==> src/rtl/ysyx_25010008_mc_ctrl.sv <==
// ---------------------------------------------------------------------------
// ysyx_25010008_mc_ctrl
//
// Multi-cycle instruction sequencer for the NPC core. It owns the PC, the
// instruction register and the load-data register. Each instruction runs
// through this sequence:
//   IF_REQ -> IF_WAIT -> EXEC -> [MEM_REQ -> MEM_WAIT] -> WB -> IF_REQ
// Decode/execute results are consumed as levels while the FSM sits in
// EXEC, MEM_REQ and WB. Register-file and CSR write enables leave the
// block only as one-cycle pulses in WB.
//
// Optional feature: define YSYX_25010008_BUS_TIMEOUT_EN to bound every bus
// request/wait state by TIMEOUT cycles. When the bound expires, the
// controller parks in HALT with a sticky bus_err. Without the macro,
// bus_err is tied low and bus waits are unbounded.
// ---------------------------------------------------------------------------
module ysyx_25010008_mc_ctrl #(
    parameter int              XLEN     = 32,
    parameter logic [XLEN-1:0] RESET_PC = 32'h8000_0000,
    parameter int              TIMEOUT  = 255
) (
    input  logic            clk,
    input  logic            rst,

    // instruction fetch port
    output logic            ifu_req_valid,
    input  logic            ifu_req_ready,
    output logic [XLEN-1:0] ifu_addr,
    input  logic            ifu_rsp_valid,
    input  logic [31:0]     ifu_rsp_data,

    // datapath view of the current instruction
    output logic [31:0]     inst,
    output logic [XLEN-1:0] pc,

    // decode / execute results (levels, valid from EXEC onward)
    input  logic            dec_r_wen,
    input  logic            dec_csr_wen1,
    input  logic            dec_csr_wen2,
    input  logic            dec_mem_ren,
    input  logic            dec_mem_wen,
    input  logic            dec_halt,
    input  logic [XLEN-1:0] exu_npc,

    // load/store port
    output logic            lsu_req_valid,
    output logic            lsu_req_wen,
    input  logic            lsu_req_ready,
    input  logic            lsu_rsp_valid,
    input  logic [XLEN-1:0] lsu_rsp_data,
    output logic [XLEN-1:0] mem_rdata,

    // gated write pulses and status
    output logic            r_wen,
    output logic            csr_wen1,
    output logic            csr_wen2,
    output logic            retire,
    output logic            halt,
    output logic            bus_err
);

    typedef enum logic [2:0] {
        IF_REQ   = 3'd0,
        IF_WAIT  = 3'd1,
        EXEC     = 3'd2,
        MEM_REQ  = 3'd3,
        MEM_WAIT = 3'd4,
        WB       = 3'd5,
        HALT     = 3'd6
    } state_t;

    localparam logic [31:0] NOP_INST = 32'h0000_0013;

    state_t            state_q, state_d;
    logic [XLEN-1:0]   pc_q, pc_d;
    logic [31:0]       inst_q, inst_d;
    logic [XLEN-1:0]   mem_rdata_q, mem_rdata_d;
    // Remembers whether the accepted data request was a store, so MEM_WAIT
    // knows whether to capture the response without re-reading the decoder.
    logic              store_q, store_d;

    // A state in which the controller waits on a bus handshake.
    logic              in_bus_state;
    assign in_bus_state = (state_q == IF_REQ)  || (state_q == IF_WAIT) ||
                          (state_q == MEM_REQ) || (state_q == MEM_WAIT);

`ifdef YSYX_25010008_BUS_TIMEOUT_EN
    // The counter is at least 8 bits wide and always wide enough to hold TIMEOUT.
    localparam int CW = ($clog2(TIMEOUT + 1) > 8) ? $clog2(TIMEOUT + 1) : 8;

    logic [CW-1:0]     cnt_q, cnt_d;
    logic              bus_err_q, bus_err_d;
    logic              timeout_hit;

    // The current cycle is the TIMEOUT-th cycle spent in this bus state.
    assign timeout_hit = in_bus_state && (cnt_q >= CW'(TIMEOUT - 1));
`else
    // TIMEOUT only matters when the watchdog is built in.
    logic              unused_timeout;
    assign unused_timeout = (TIMEOUT == 0);
`endif

    // State register. Reset is asynchronous because the bus slaves share rst.
    always_ff @(posedge clk or posedge rst) begin
        if (rst) begin
            state_q <= IF_REQ;
        end else begin
            state_q <= state_d;
        end
    end

    // Next-state logic. A completed handshake always wins over the watchdog.
    always_comb begin
        state_d = state_q;
        case (state_q)
            IF_REQ:   if (ifu_req_ready) state_d = IF_WAIT;
            // A response that arrives in the same cycle as the request
            // handshake is seen while still in IF_REQ, so it is ignored.
            IF_WAIT:  if (ifu_rsp_valid) state_d = EXEC;
            EXEC: begin
                if (dec_halt) begin
                    state_d = HALT;
                end else if (dec_mem_ren || dec_mem_wen) begin
                    state_d = MEM_REQ;
                end else begin
                    state_d = WB;
                end
            end
            MEM_REQ:  if (lsu_req_ready) state_d = MEM_WAIT;
            MEM_WAIT: if (lsu_rsp_valid) state_d = WB;
            WB:       state_d = IF_REQ;
            HALT:     state_d = HALT;
            default:  state_d = IF_REQ;
        endcase
`ifdef YSYX_25010008_BUS_TIMEOUT_EN
        if (timeout_hit && (state_d == state_q)) begin
            state_d = HALT;
        end
`endif
    end

    // Outputs as functions of state. Valids are held low while rst is
    // asserted, so the reset state is quiet on both bus ports.
    always_comb begin
        ifu_req_valid = 1'b0;
        lsu_req_valid = 1'b0;
        lsu_req_wen   = 1'b0;
        r_wen         = 1'b0;
        csr_wen1      = 1'b0;
        csr_wen2      = 1'b0;
        retire        = 1'b0;
        case (state_q)
            IF_REQ: begin
                ifu_req_valid = !rst;
            end
            MEM_REQ: begin
                lsu_req_valid = !rst;
                lsu_req_wen   = dec_mem_wen;
            end
            WB: begin
                r_wen    = dec_r_wen;
                csr_wen1 = dec_csr_wen1;
                csr_wen2 = dec_csr_wen2;
                retire   = 1'b1;
            end
            default: begin
                ifu_req_valid = 1'b0;
            end
        endcase
    end

    // Next values for the architectural registers held by the sequencer.
    always_comb begin
        pc_d        = pc_q;
        inst_d      = inst_q;
        mem_rdata_d = mem_rdata_q;
        store_d     = store_q;
        if ((state_q == IF_WAIT) && ifu_rsp_valid) begin
            inst_d = ifu_rsp_data;
        end
        if ((state_q == MEM_REQ) && lsu_req_ready) begin
            store_d = dec_mem_wen;
        end
        // Stores leave the load-data register untouched.
        if ((state_q == MEM_WAIT) && lsu_rsp_valid && !store_q) begin
            mem_rdata_d = lsu_rsp_data;
        end
        if (state_q == WB) begin
            pc_d = exu_npc;
        end
    end

    // Register update for PC, instruction, load data and the access type.
    always_ff @(posedge clk or posedge rst) begin
        if (rst) begin
            pc_q        <= RESET_PC;
            inst_q      <= NOP_INST;
            mem_rdata_q <= '0;
            store_q     <= 1'b0;
        end else begin
            pc_q        <= pc_d;
            inst_q      <= inst_d;
            mem_rdata_q <= mem_rdata_d;
            store_q     <= store_d;
        end
    end

`ifdef YSYX_25010008_BUS_TIMEOUT_EN
    // Watchdog count. It restarts on every state change and runs only in bus states.
    always_comb begin
        cnt_d     = '0;
        bus_err_d = bus_err_q;
        if (in_bus_state && (state_d == state_q)) begin
            cnt_d = cnt_q + CW'(1);
        end
        if (timeout_hit && (state_d == HALT)) begin
            bus_err_d = 1'b1;
        end
    end

    // Watchdog registers. bus_err stays set until reset.
    always_ff @(posedge clk or posedge rst) begin
        if (rst) begin
            cnt_q     <= '0;
            bus_err_q <= 1'b0;
        end else begin
            cnt_q     <= cnt_d;
            bus_err_q <= bus_err_d;
        end
    end

    assign bus_err = bus_err_q;
`else
    assign bus_err = 1'b0;
`endif

    assign halt      = (state_q == HALT);
    assign pc        = pc_q;
    assign ifu_addr  = pc_q;
    assign inst      = inst_q;
    assign mem_rdata = mem_rdata_q;

endmodule
==> config.mk <==
export PLATFORM = sky130hd
export DESIGN_NAME = ysyx_25010008_mc_ctrl
export DESIGN_NICKNAME = d
export VERILOG_FILES = /design/src/rtl/ysyx_25010008_mc_ctrl.sv
export SDC_FILE = /design/constraint.sdc
export NUM_CORES = 1
export LEC_CHECK = 0
export BUFFER_PORTS_ARGS = -buffer_cell sky130_fd_sc_hd__buf_4
export CORE_ASPECT_RATIO = 0.6
export CORE_UTILIZATION = 40
export CTS_CLUSTER_DIAMETER = 200
export DETAILED_ROUTE_END_ITERATION = 10
export PLACE_DENSITY = 0.77
export SYNTH_ARGS = -nofsm -noshare
export SYNTH_HDL_FRONTEND = slang
export SYNTH_SLANG_ARGS = --single-unit
==> constraint.sdc <==
create_clock -name clk -period 3.99 [get_ports clk]
set_input_delay 0.798 -clock clk [delete_from_list [all_inputs] [get_ports clk]]
set_output_delay 0.798 -clock clk [all_outputs]
set_load 0.02 [all_outputs]
==> run_results.csv <==
group,metric,value,unit
power,switching_share,37.2,%
clock_tree,cts_hold_buf,0,
floorplanning,core-area,0.0102,mm2
floorplanning,fp.dieW,136,um
clock_tree,post-cts-setup-buffers,0,
routing,vias,2815,
logic_synthesis,ys_types,28,
setup_path,arrival,1.78,ns
cells_and_area,drive_gt1_share,75.3,%
sta,hold_violations,0,
setup_path,required,3.19,ns
clock_tree,cts_buffer_depth,2,
clock_tree,cts.sink_count,100,
power,p_clk_share,16.7,%
power,vdd_drop_max,0.000489,V
sta,holdWs,0.498,ns
placement,place_congestion,0.756,
clock_tree,numCtsBuffers,9,
routing,drtIter0Drc,60,
floorplanning,die_h,82.4,um
sta,min_period,2.57,ns
floorplanning,start_util,42.5,%
routing,wire_per_inst,15.7,um
setup_path,rr_worst_depth,4,
clock_tree,cts_resized,0,
clock_tree,root_buffer,"clkbuf_16",
global_route,antenna_found_initial,0,
cells_and_area,nNetsFinal,593,
sta,fin_crit_sh,64.5,%
routing,vias_per_cell,4.50,
cells_and_area,layout.cells.non_filler,625,
setup_path,regToRegSetupSlack,2.04,ns
setup_path,path_max_fanout,18,
worst_hold_path,hold_path_depth,1,
sta,rsz0062_at_grt,"no",
logic_synthesis,yosysSeqAreaShare,58.1,%
global_route,grt_max_degree,57,
global_route,first_global_vias,2887,
power,seqPwrFrac,32.9,%
status,status,"finished, final reports clean",
sta,setup_viol,0,
setup_path,timing.rr.end,"ifu_addr[28]",
sta,setup_tns,0,ns
global_route,grt.overflow.total,0,
power,power_density,923,mW/mm2
clock_tree,htreeDepth,3,
logic_synthesis,avgSynthCellArea,15.8,um2
sta,slew_viol_final,0,
power,power,5.80,mW
cells_and_area,utilization,61.9,%
power,p_int,3.65,mW
clock_tree,cts_tree,"done",
routing,drcViolationCount,0,
sta,slew_headroom,53.9,%
setup_path,start_kind,"flip-flop",
logic_synthesis,postSynthCellCount,273,
setup_path,timing.rr.start,"state_q[1]",
floorplanning,rows,28,
cells_and_area,final_cell_mix,"buf_4, dfrtp_1, mux2_2",
setup_path,endpoint,"r_wen",
floorplanning,ios,245,
power,p_comb_share,50.4,%
setup_path,endpoint_kind,"output pin",
routing,wl,9.79,mm
cells_and_area,n_antenna_cell,0,
logic_synthesis,synth_nets,381,
global_route,grt_pass1_wl,14.8,mm
sta,tightest_slew,0.692,ns
setup_path,worstSetupPathType,"reg2out",
cells_and_area,layout_commonest_cell,"buf_4",
placement,hpwl,7.46,mm
logic_synthesis,synth.cell_area,0.00431,mm2
routing,firstDrtPassIters,4,
worst_hold_path,hold_path_class,"reg2reg",
job,drv_cap,0,
setup_path,critPathLaunch,"state_q[1]",
sta,finalClockSkew,0.00471,ns
worst_hold_path,min_from,"mem_rdata[11]",
placement,port_buffers,243,
placement,dp.cells,609,
cells_and_area,syn2layout_area_growth,45.7,%
power,p_sw,2.16,mW
floorplanning,die_area,0.0112,mm2
global_route,grt.total_usage,17.6,%
routing,drtAntennaViolNets,0,
clock_tree,insertion_delay,0.33,ns
cells_and_area,nFillCells,793,
logic_synthesis,ys_seq_elements,100,
logic_synthesis,ys.warnings.count,0,
clock_tree,cts.clk_slew.worst_paths,0.06,ns
power,p_leak,3.10,nW
sta,max_freq,0.389,GHz
-- state kept, by name, indices dropped and copies added (netlist names) --
name and flops:
ifu_addr 32, inst 32, mem_rdata 32, state_q 3, store_q 1
-- power groups by stage --
stage | sequential (mW) | combinational (mW) | clock, mW
2_1_floorplan | 2.46 | 1.35 | 0
3_3_place_gp | 1.89 | 2.92 | 0
3_5_place_dp | 1.91 | 2.96 | 0
4_1_cts | 1.91 | 2.96 | 1.00
5_1_grt | 1.98 | 3.10 | 1.04
6_report | 1.91 | 2.92 | 0.970
-- area by class of cell --
class / count / area (um2) / area share [%]
multi-input cells: 125 / 1400 / 22.3
repair buffers: 247 / 1850 / 29.5
flip-flops and latches: 100 / 2510 / 39.9
clock buffers: 10 / 229 / 3.64
clock inverters: 6 / 111 / 1.77
well taps: 135 / 169 / 2.69
inverters: 2 / 11.3 / 0.179
-- worst min path at each step --
stage / end
after global routing: inst[9]
after global placement: mem_rdata[11]
final: mem_rdata[11]
after CTS: mem_rdata[11]
after floorplan: store_q
after detailed placement: mem_rdata[11]
-- routing by layer --
layer  wire length (um)  global-route usage, %  vias up
met5                  0                      0        -
met4                 93                   5.00        0
met3                975                   7.39        7
met2               4800                   29.6      129
met1               3920                   20.8     1348
li1                   -                      -     1331
-- cell families (layout without fill, tap and decap cells) --
| family | count (synthesis) | count (layout) | share of synthesized area, % |
|---|---|---|---|
| muxes | 98 | 98 | 28.2 |
| other | 1 | 1 | 0.0869 |
| and+or+nand+nor | 18 | 18 | 3.08 |
| buffers and inverters | 48 | 265 | 9.34 |
| DFF | 100 | 100 | 58.1 |
| AOI/OAI and AO/OA | 8 | 8 | 1.16 |
-- stage by stage --
stage	area, um2	setup slack, ns
2_1_floorplan	4320	0.331
3_3_place_gp	5940	1.79
3_5_place_dp	5940	1.76
4_1_cts	6280	1.38
5_1_grt	6280	1.27
6_report	6280	1.42
-- cells in the mapped netlist --
cell	instances	share of area, %
buf_12	4	1.9
nand2b_1	1	0.15
and3_2	3	0.52
o41ai_1	1	0.20
mux2_4	30	10
dfstp_2	4	2.4
dfrtp_1	96	56
and2_1	3	0.44
inv_1	2	0.17
buf_2	1	0.12
mux2_1	2	0.52
nand2_1	3	0.26
o21ai_0	3	0.35
nand3_1	2	0.23
nor3b_1	1	0.17
o2bb2ai_1	1	0.20
buf_4	39	6.8
a21oi_1	2	0.23
nor4_1	1	0.15
clkbuf_8	1	0.32
mux2_2	66	17
nor2b_4	1	0.32
nor2_1	1	0.087
clkbuf_1	1	0.087
and3_4	1	0.26
conb_1	1	0.087
o21bai_1	1	0.17
nor4_4	1	0.49
-- critical path, cell delays in order (launching register included) --
cell,delay (ns)
dfrtp_1,0.51
inv_1,0.16
and3_2,0.45
and2_1,0.19
buf_4,0.14
(Power assumes the default switching activity.)
